File: src/rtl/jtag_ahb_ap_ctrl.sv
// JTAG access-port controller: turns one decoded AP command per update pulse into an
// address-register load or a single AHB-Lite transfer, with sticky error/overrun/timeout flags.
module jtag_ahb_ap_ctrl #(
   parameter int TIMEOUT = 255
) (
   input  logic        CLK,
   input  logic        RST,
   input  logic        ap_update,
   input  logic [36:0] ap_cmd,
   input  logic        err_clear,
   output logic        busy,
   output logic [31:0] rdata,
   output logic        err,
   output logic        overrun,
   output logic        timeout,
   output logic [31:0] HADDR,
   output logic [1:0]  HTRANS,
   output logic        HWRITE,
   output logic [2:0]  HSIZE,
   output logic [31:0] HWDATA,
   input  logic [31:0] HRDATA,
   input  logic        HREADY,
   input  logic        HRESP
);

   localparam int               CNT_W       = 16;
   localparam logic [CNT_W-1:0] TIMEOUT_CNT = CNT_W'(TIMEOUT);
   localparam logic [1:0]       TR_IDLE     = 2'b00;
   localparam logic [1:0]       TR_NONSEQ   = 2'b10;
   localparam logic [1:0]       SZ_BYTE     = 2'b00;
   localparam logic [1:0]       SZ_HALF     = 2'b01;
   localparam logic [1:0]       SZ_WORD     = 2'b10;
   localparam logic             REG_ADDRESS = 1'b0;

   typedef enum logic [1:0] {ST_IDLE, ST_ADDR, ST_DATA} state_e;

   state_e           state_q, state_d;
   logic [31:0]      addr_reg_q, addr_reg_d;
   logic [31:0]      rdata_q, rdata_d;
   logic [31:0]      haddr_q, haddr_d;
   logic [31:0]      hwdata_q, hwdata_d;
   logic [31:0]      wdata_q, wdata_d;
   logic [1:0]       htrans_q, htrans_d;
   logic [2:0]       hsize_q, hsize_d;
   logic             hwrite_q, hwrite_d;
   logic             addrinc_q, addrinc_d;
   logic             busy_q, busy_d;
   logic             err_q, err_d;
   logic             overrun_q, overrun_d;
   logic             timeout_q, timeout_d;
   logic [CNT_W-1:0] wait_cnt_q, wait_cnt_d;

   logic [31:0] cmd_data;
   logic        cmd_regsel;
   logic [1:0]  cmd_size;
   logic        cmd_addrinc;
   logic        cmd_rw;
   logic        cmd_bad;
   logic        set_err, set_ovr, set_to;

   assign cmd_data    = ap_cmd[36:5];
   assign cmd_regsel  = ap_cmd[4];
   assign cmd_size    = ap_cmd[3:2];
   assign cmd_addrinc = ap_cmd[1];
   assign cmd_rw      = ap_cmd[0];

   // Narrow writes drive every byte lane so the slave may pick any of them.
   function automatic logic [31:0] replicate_lanes(input logic [1:0] size, input logic [31:0] data);
      case (size)
         SZ_BYTE: replicate_lanes = {4{data[7:0]}};
         SZ_HALF: replicate_lanes = {2{data[15:0]}};
         default: replicate_lanes = data;
      endcase
   endfunction

   function automatic logic [31:0] extract_lane(input logic [1:0] size, input logic [1:0] offset,
                                                input logic [31:0] bus);
      logic [31:0] shifted;
      shifted = bus >> {offset, 3'b000};
      case (size)
         SZ_BYTE: extract_lane = {24'h0, shifted[7:0]};
         SZ_HALF: extract_lane = {16'h0, shifted[15:0]};
         default: extract_lane = bus;
      endcase
   endfunction

   always_comb begin
      state_d    = state_q;
      addr_reg_d = addr_reg_q;
      rdata_d    = rdata_q;
      haddr_d    = haddr_q;
      hwdata_d   = hwdata_q;
      wdata_d    = wdata_q;
      htrans_d   = htrans_q;
      hsize_d    = hsize_q;
      hwrite_d   = hwrite_q;
      addrinc_d  = addrinc_q;
      busy_d     = busy_q;
      wait_cnt_d = wait_cnt_q;
      set_err    = 1'b0;
      set_ovr    = ap_update && busy_q;
      set_to     = 1'b0;
      cmd_bad    = (cmd_size == 2'b11) ||
                   (cmd_size == SZ_HALF && addr_reg_q[0]) ||
                   (cmd_size == SZ_WORD && addr_reg_q[1:0] != 2'b00);

      case (state_q)
         ST_IDLE: begin
            if (ap_update) begin
               if (cmd_regsel == REG_ADDRESS) begin
                  addr_reg_d = cmd_data;
               end else if (err_q || cmd_bad) begin
                  set_err = 1'b1;
               end else begin
                  state_d   = ST_ADDR;
                  haddr_d   = addr_reg_q;
                  htrans_d  = TR_NONSEQ;
                  hsize_d   = {1'b0, cmd_size};
                  hwrite_d  = cmd_rw;
                  addrinc_d = cmd_addrinc;
                  wdata_d   = replicate_lanes(cmd_size, cmd_data);
                  busy_d    = 1'b1;
               end
            end
         end
         ST_ADDR: begin
            if (HREADY) begin
               state_d  = ST_DATA;
               htrans_d = TR_IDLE;
               hwdata_d = wdata_q;
            end
         end
         ST_DATA: begin
            if (!HREADY) begin
               // The first cycle of an ERROR response is a plain wait; only OKAY waits count.
               if (!HRESP) begin
                  if (wait_cnt_q != '1) begin
                     wait_cnt_d = wait_cnt_q + 1'b1;
                  end
                  if (TIMEOUT != 0 && wait_cnt_d == TIMEOUT_CNT) begin
                     set_to = 1'b1;
                  end
               end
            end else begin
               if (HRESP) begin
                  set_err = 1'b1;
               end else begin
                  if (!hwrite_q) begin
                     rdata_d = extract_lane(hsize_q[1:0], haddr_q[1:0], HRDATA);
                  end
                  if (addrinc_q) begin
                     addr_reg_d = addr_reg_q + (32'd1 << hsize_q[1:0]);
                  end
               end
               state_d    = ST_IDLE;
               busy_d     = 1'b0;
               wait_cnt_d = '0;
            end
         end
         default: state_d = ST_IDLE;
      endcase

      // A flag-set event in the same cycle as err_clear takes priority.
      err_d     = (err_q     && !err_clear) || set_err;
      overrun_d = (overrun_q && !err_clear) || set_ovr;
      timeout_d = (timeout_q && !err_clear) || set_to;
   end

   always_ff @(posedge CLK) begin
      if (RST) begin
         state_q    <= ST_IDLE;
         addr_reg_q <= '0;
         rdata_q    <= '0;
         haddr_q    <= '0;
         hwdata_q   <= '0;
         wdata_q    <= '0;
         htrans_q   <= TR_IDLE;
         hsize_q    <= '0;
         hwrite_q   <= 1'b0;
         addrinc_q  <= 1'b0;
         busy_q     <= 1'b0;
         err_q      <= 1'b0;
         overrun_q  <= 1'b0;
         timeout_q  <= 1'b0;
         wait_cnt_q <= '0;
      end else begin
         state_q    <= state_d;
         addr_reg_q <= addr_reg_d;
         rdata_q    <= rdata_d;
         haddr_q    <= haddr_d;
         hwdata_q   <= hwdata_d;
         wdata_q    <= wdata_d;
         htrans_q   <= htrans_d;
         hsize_q    <= hsize_d;
         hwrite_q   <= hwrite_d;
         addrinc_q  <= addrinc_d;
         busy_q     <= busy_d;
         err_q      <= err_d;
         overrun_q  <= overrun_d;
         timeout_q  <= timeout_d;
         wait_cnt_q <= wait_cnt_d;
      end
   end

   assign busy    = busy_q;
   assign rdata   = rdata_q;
   assign err     = err_q;
   assign overrun = overrun_q;
   assign timeout = timeout_q;
   assign HADDR   = haddr_q;
   assign HTRANS  = htrans_q;
   assign HWRITE  = hwrite_q;
   assign HSIZE   = hsize_q;
   assign HWDATA  = hwdata_q;

endmodule
File: config.mk
export PLATFORM = sky130hd
export DESIGN_NAME = jtag_ahb_ap_ctrl
export DESIGN_NICKNAME = d
export VERILOG_FILES = /design/src/rtl/jtag_ahb_ap_ctrl.sv
export SDC_FILE = /design/constraint.sdc
export NUM_CORES = 1
export LEC_CHECK = 0
export CAP_MARGIN = 20
export CORE_MARGIN = 2
export CORE_UTILIZATION = 55
export CTS_CLUSTER_DIAMETER = 50
export DETAILED_ROUTE_END_ITERATION = 10
export GPL_TIMING_DRIVEN = 0
export PLACE_DENSITY = 0.85
export SLEW_MARGIN = 20
export SYNTH_ARGS = -nofsm -noshare
export SYNTH_HDL_FRONTEND = slang
export SYNTH_SLANG_ARGS = --single-unit
File: constraint.sdc
create_clock -name CLK -period 8.6 [get_ports CLK]
set_clock_uncertainty 0.05 [all_clocks]
set_input_delay 2.58 -clock CLK [delete_from_list [all_inputs] [get_ports CLK]]
set_output_delay 2.58 -clock CLK [all_outputs]
set_load 0.02 [all_outputs]
==> results.py <==
metrics = {
    "status": {
        "status": "completed",
    },
    "floorplan": {
        "core_um2": 15800,
        "ios": 181,
        "initial_core_util_pct": 55.9,
        "die-area_um2": 17100,
        "fp.dieH_um": 131,
        "die_w_um": 131,
        "rows": 46,
    },
    "logic_synthesis": {
        "synth_seq_area_share_pct": 42.5,
        "ys_types": 66,
        "ys_warn_count": 0,
        "ys_ff_latch": 187,
        "async_flop_share_pct": 0,
        "synthFlopType": "dfxtp_1",
        "synth_edf_count": 0,
        "syn_inst": 1161,
        "syn-cell-area_um2": 8820,
        "syn_area_per_cell_um2": 7.59,
    },
    "final_layout": {
        "drive_gt1_share_pct": 4.81,
        "n_fill_cell": 1325,
        "regArea_um2": 3740,
        "multi_input_area_um2": 4620,
        "syn_to_final_growth_pct": 29.7,
        "antenna_cells": 0,
        "nets": 1439,
    },
    "global_route": {
        "grt_max_degree": 17,
        "grt_busiest_layer": "met2",
        "grt_use_met2_pct": 51.7,
        "grt_util_met3_pct": 5.90,
        "gr-total-overflow": 0,
        "grt.met1_usage_pct": 50.0,
        "grt_pass1_wl_um": 45700,
        "antenna_found_initial": 0,
        "grt_pass1_vias": 8385,
        "track_usage_pct": 34.7,
    },
    "clock_tree": {
        "cts_resized": 0,
        "htreeDepth": 4,
        "cts_sinks": 187,
        "postCtsHoldBufs": 0,
        "root_buffer": "clkbuf_16",
        "clk_path_buf_depth": 2,
        "cts_tree": "done",
        "clk_pin_slew_ns": 0.07,
        "numCtsBuffers": 17,
        "clk-insertion-delay-late_ns": 0.44,
        "post_cts_buffers": 0,
    },
    "power": {
        "pwr_density_cell_nw_per_um2": 167,
        "p_leak_nw": 3.77,
        "vdd_drop_max_uv": 125,
        "finalPower_mw": 1.91,
    },
    "routing": {
        "antenna_left": 0,
        "drt_first_iter_violations": 1174,
        "wirelength_um": 30100,
        "vias_per_cell": 6.05,
        "dr.pass1.iters": 9,
        "via_count": 9602,
        "drc_errors": 0,
        "post_drt_wl_per_cell_um": 19.0,
    },
    "setup_path": {
        "end_kind": "register",
        "worstPathArrival_ns": 5.44,
        "cp_max_fo": 10,
        "cp.required_ns": 8.90,
        "start_kind": "input pin",
        "worstSetupPathType": "in -> reg",
    },
    "timing": {
        "max_freq_mhz": 194,
        "slew_headroom_pct": 31.6,
        "min_period_ns": 5.14,
        "worstMarginPinSlew_ns": 1.02,
        "fin_crit_sh_pct": 59.8,
        "setup_tns_ns": 0,
        "rsz0062_at_grt": "no",
        "finalHoldViolCount": 0,
        "report.final.slew_viol_count": 0,
        "setup_viol": 0,
    },
    "place": {
        "port_buffers": 177,
        "gp_congestion": 0.985,
        "dp_hpwl_um": 22300,
    },
    "hold_path": {
        "hp-class": "reg -> reg",
    },
    "run": {
        "max-cap-violations": 0,
    },
}
## report_power, final
group | switching (mW) | total [mW] | internal, mW
combinational | 0.136 | 0.223 | 0.0870
sequential | 0.0238 | 0.916 | 0.892
clock | 0.353 | 0.772 | 0.419
## stage by stage
stage	worst slack [ns]	util (%)	area, um2	hold WS (ns)	instances
floorplan	4.44	-	8820	0.382	1162
global placement	3.19	68.9	10900	0.388	1555
detailed placement	3.16	68.9	10900	0.393	1555
CTS	3.61	72.5	11400	0.403	1587
global route	3.30	72.5	11400	0.417	1587
finish	3.46	72.5	11400	0.401	1587
## per-layer routing
| metal | wire (um) | part of all wire [%] |
|---|---|---|
| met1 | 12900 | 43 |
| met4 | 1030 | 3.4 |
| met5 | 0 | 0 |
| met3 | 3000 | 10 |
| met2 | 13200 | 44 |
## Yosys cell counts (6+ instances only)
| cell | count | area share [%] |
|---|---|---|
| a311oi_1 | 15 | 1.5 |
| nand2b_1 | 8 | 0.57 |
| a221oi_1 | 8 | 0.79 |
| nor2_1 | 81 | 3.4 |
| a31oi_1 | 8 | 0.57 |
| or3_1 | 7 | 0.50 |
| o221ai_1 | 9 | 0.89 |
| nand2_1 | 269 | 11 |
| o21ai_0 | 47 | 2.7 |
| inv_1 | 12 | 0.51 |
| a21o_1 | 7 | 0.60 |
| mux2i_1 | 28 | 3.2 |
| dfxtp_1 | 187 | 42 |
| buf_2 | 14 | 0.79 |
| a211oi_1 | 21 | 1.8 |
| a21oi_1 | 166 | 9.4 |
| nand3_1 | 37 | 2.1 |
| and3_1 | 7 | 0.50 |
| nor2b_1 | 6 | 0.43 |
| nand4_1 | 16 | 1.1 |
| nor3_1 | 28 | 1.6 |
| clkbuf_1 | 79 | 3.4 |
## critical path: stages
cell and delay (ns):
clkdlybuf4s50_1 0.46, buf_2 0.23, o22ai_1 0.37, nand4b_1 0.24, nor3_1 0.37, clkbuf_1 0.54, buf_2 0.36, nand2_1 0.08
a21oi_1 0.19
## kinds of logic after synthesis
kind of cell             Yosys count  synth area share [%]
XOR/XNOR                           4                 0.397
buffers and inverters            112                  5.18
multiplexers                      32                  3.73
AO/OA/AOI/OAI                    332                  23.1
AND/OR/NAND/NOR                  487                  24.2
other                              1                0.0425
flip-flops                       187                  42.5
adder cells (fa/ha/maj)            6                 0.937
## flip-flops by register name, indices dropped and copies added (netlist names), 2 cells and up
| register | count |
|---|---|
| HWDATA | 32 |
| state_q | 2 |
| addr_reg_q | 32 |
| HADDR | 32 |
| wdata_q | 32 |
| wait_cnt_q | 16 |
| rdata | 32 |
| HSIZE | 2 |
## final cells by class
cell class | instances | share of cell area [%]
well taps | 216 | 2.36
plain buffers | 100 | 3.60
clock buffers | 21 | 4.03
repair buffers | 177 | 15.5
multi-input cells | 863 | 40.4
clock inverters | 11 | 0.985
flip-flops and latches | 187 | 32.7
inverters | 12 | 0.394
## layout by cell type, fill, tap and decap left out, types with 4 or more instances in the layout
| cell | count |
|---|---|
| and3_1 | 7 |
| a31oi_1 | 8 |
| clkinv_4 | 4 |
| buf_2 | 14 |
| or4_1 | 4 |
| nor2_1 | 81 |
| o31ai_1 | 4 |
| ha_1 | 5 |
| o21ai_0 | 47 |
| dfxtp_1 | 187 |
| a22oi_1 | 5 |
| nand2b_1 | 8 |
| o21a_1 | 4 |
| a211oi_1 | 21 |
| nor2b_1 | 6 |
| nor3_1 | 28 |
| or3_1 | 7 |
| buf_4 | 5 |
| inv_1 | 12 |
| a221oi_1 | 8 |
| nor3b_1 | 4 |
| and2_1 | 4 |
| a21oi_1 | 166 |
| nand2_1 | 269 |
| o21bai_1 | 4 |
| clkbuf_16 | 17 |
| nor4_1 | 5 |
| nand3_1 | 37 |
| a21o_1 | 7 |
| a311oi_1 | 15 |
| clkdlybuf4s50_1 | 177 |
| mux2i_1 | 28 |
| clkbuf_1 | 81 |
| o221ai_1 | 9 |
| o211ai_1 | 5 |
| nand4_1 | 16 |
## path summary, 6_finish.rpt
| kind | from | to | slack [ns] | depth (start not counted) |
|---|---|---|---|---|
| max | ap_cmd[2] | HSIZE[1] | 3.46 | 9 |
| min | wdata_q[5] | HWDATA[5] | 0.40 | 2 |
| max reg2reg | HSIZE[1] | addr_reg_q[20] | 5.01 | 12 |
| min reg2reg | wdata_q[5] | HWDATA[5] | 0.40 | 2 |
No activity file was read; power rests on OpenSTA's default activity.
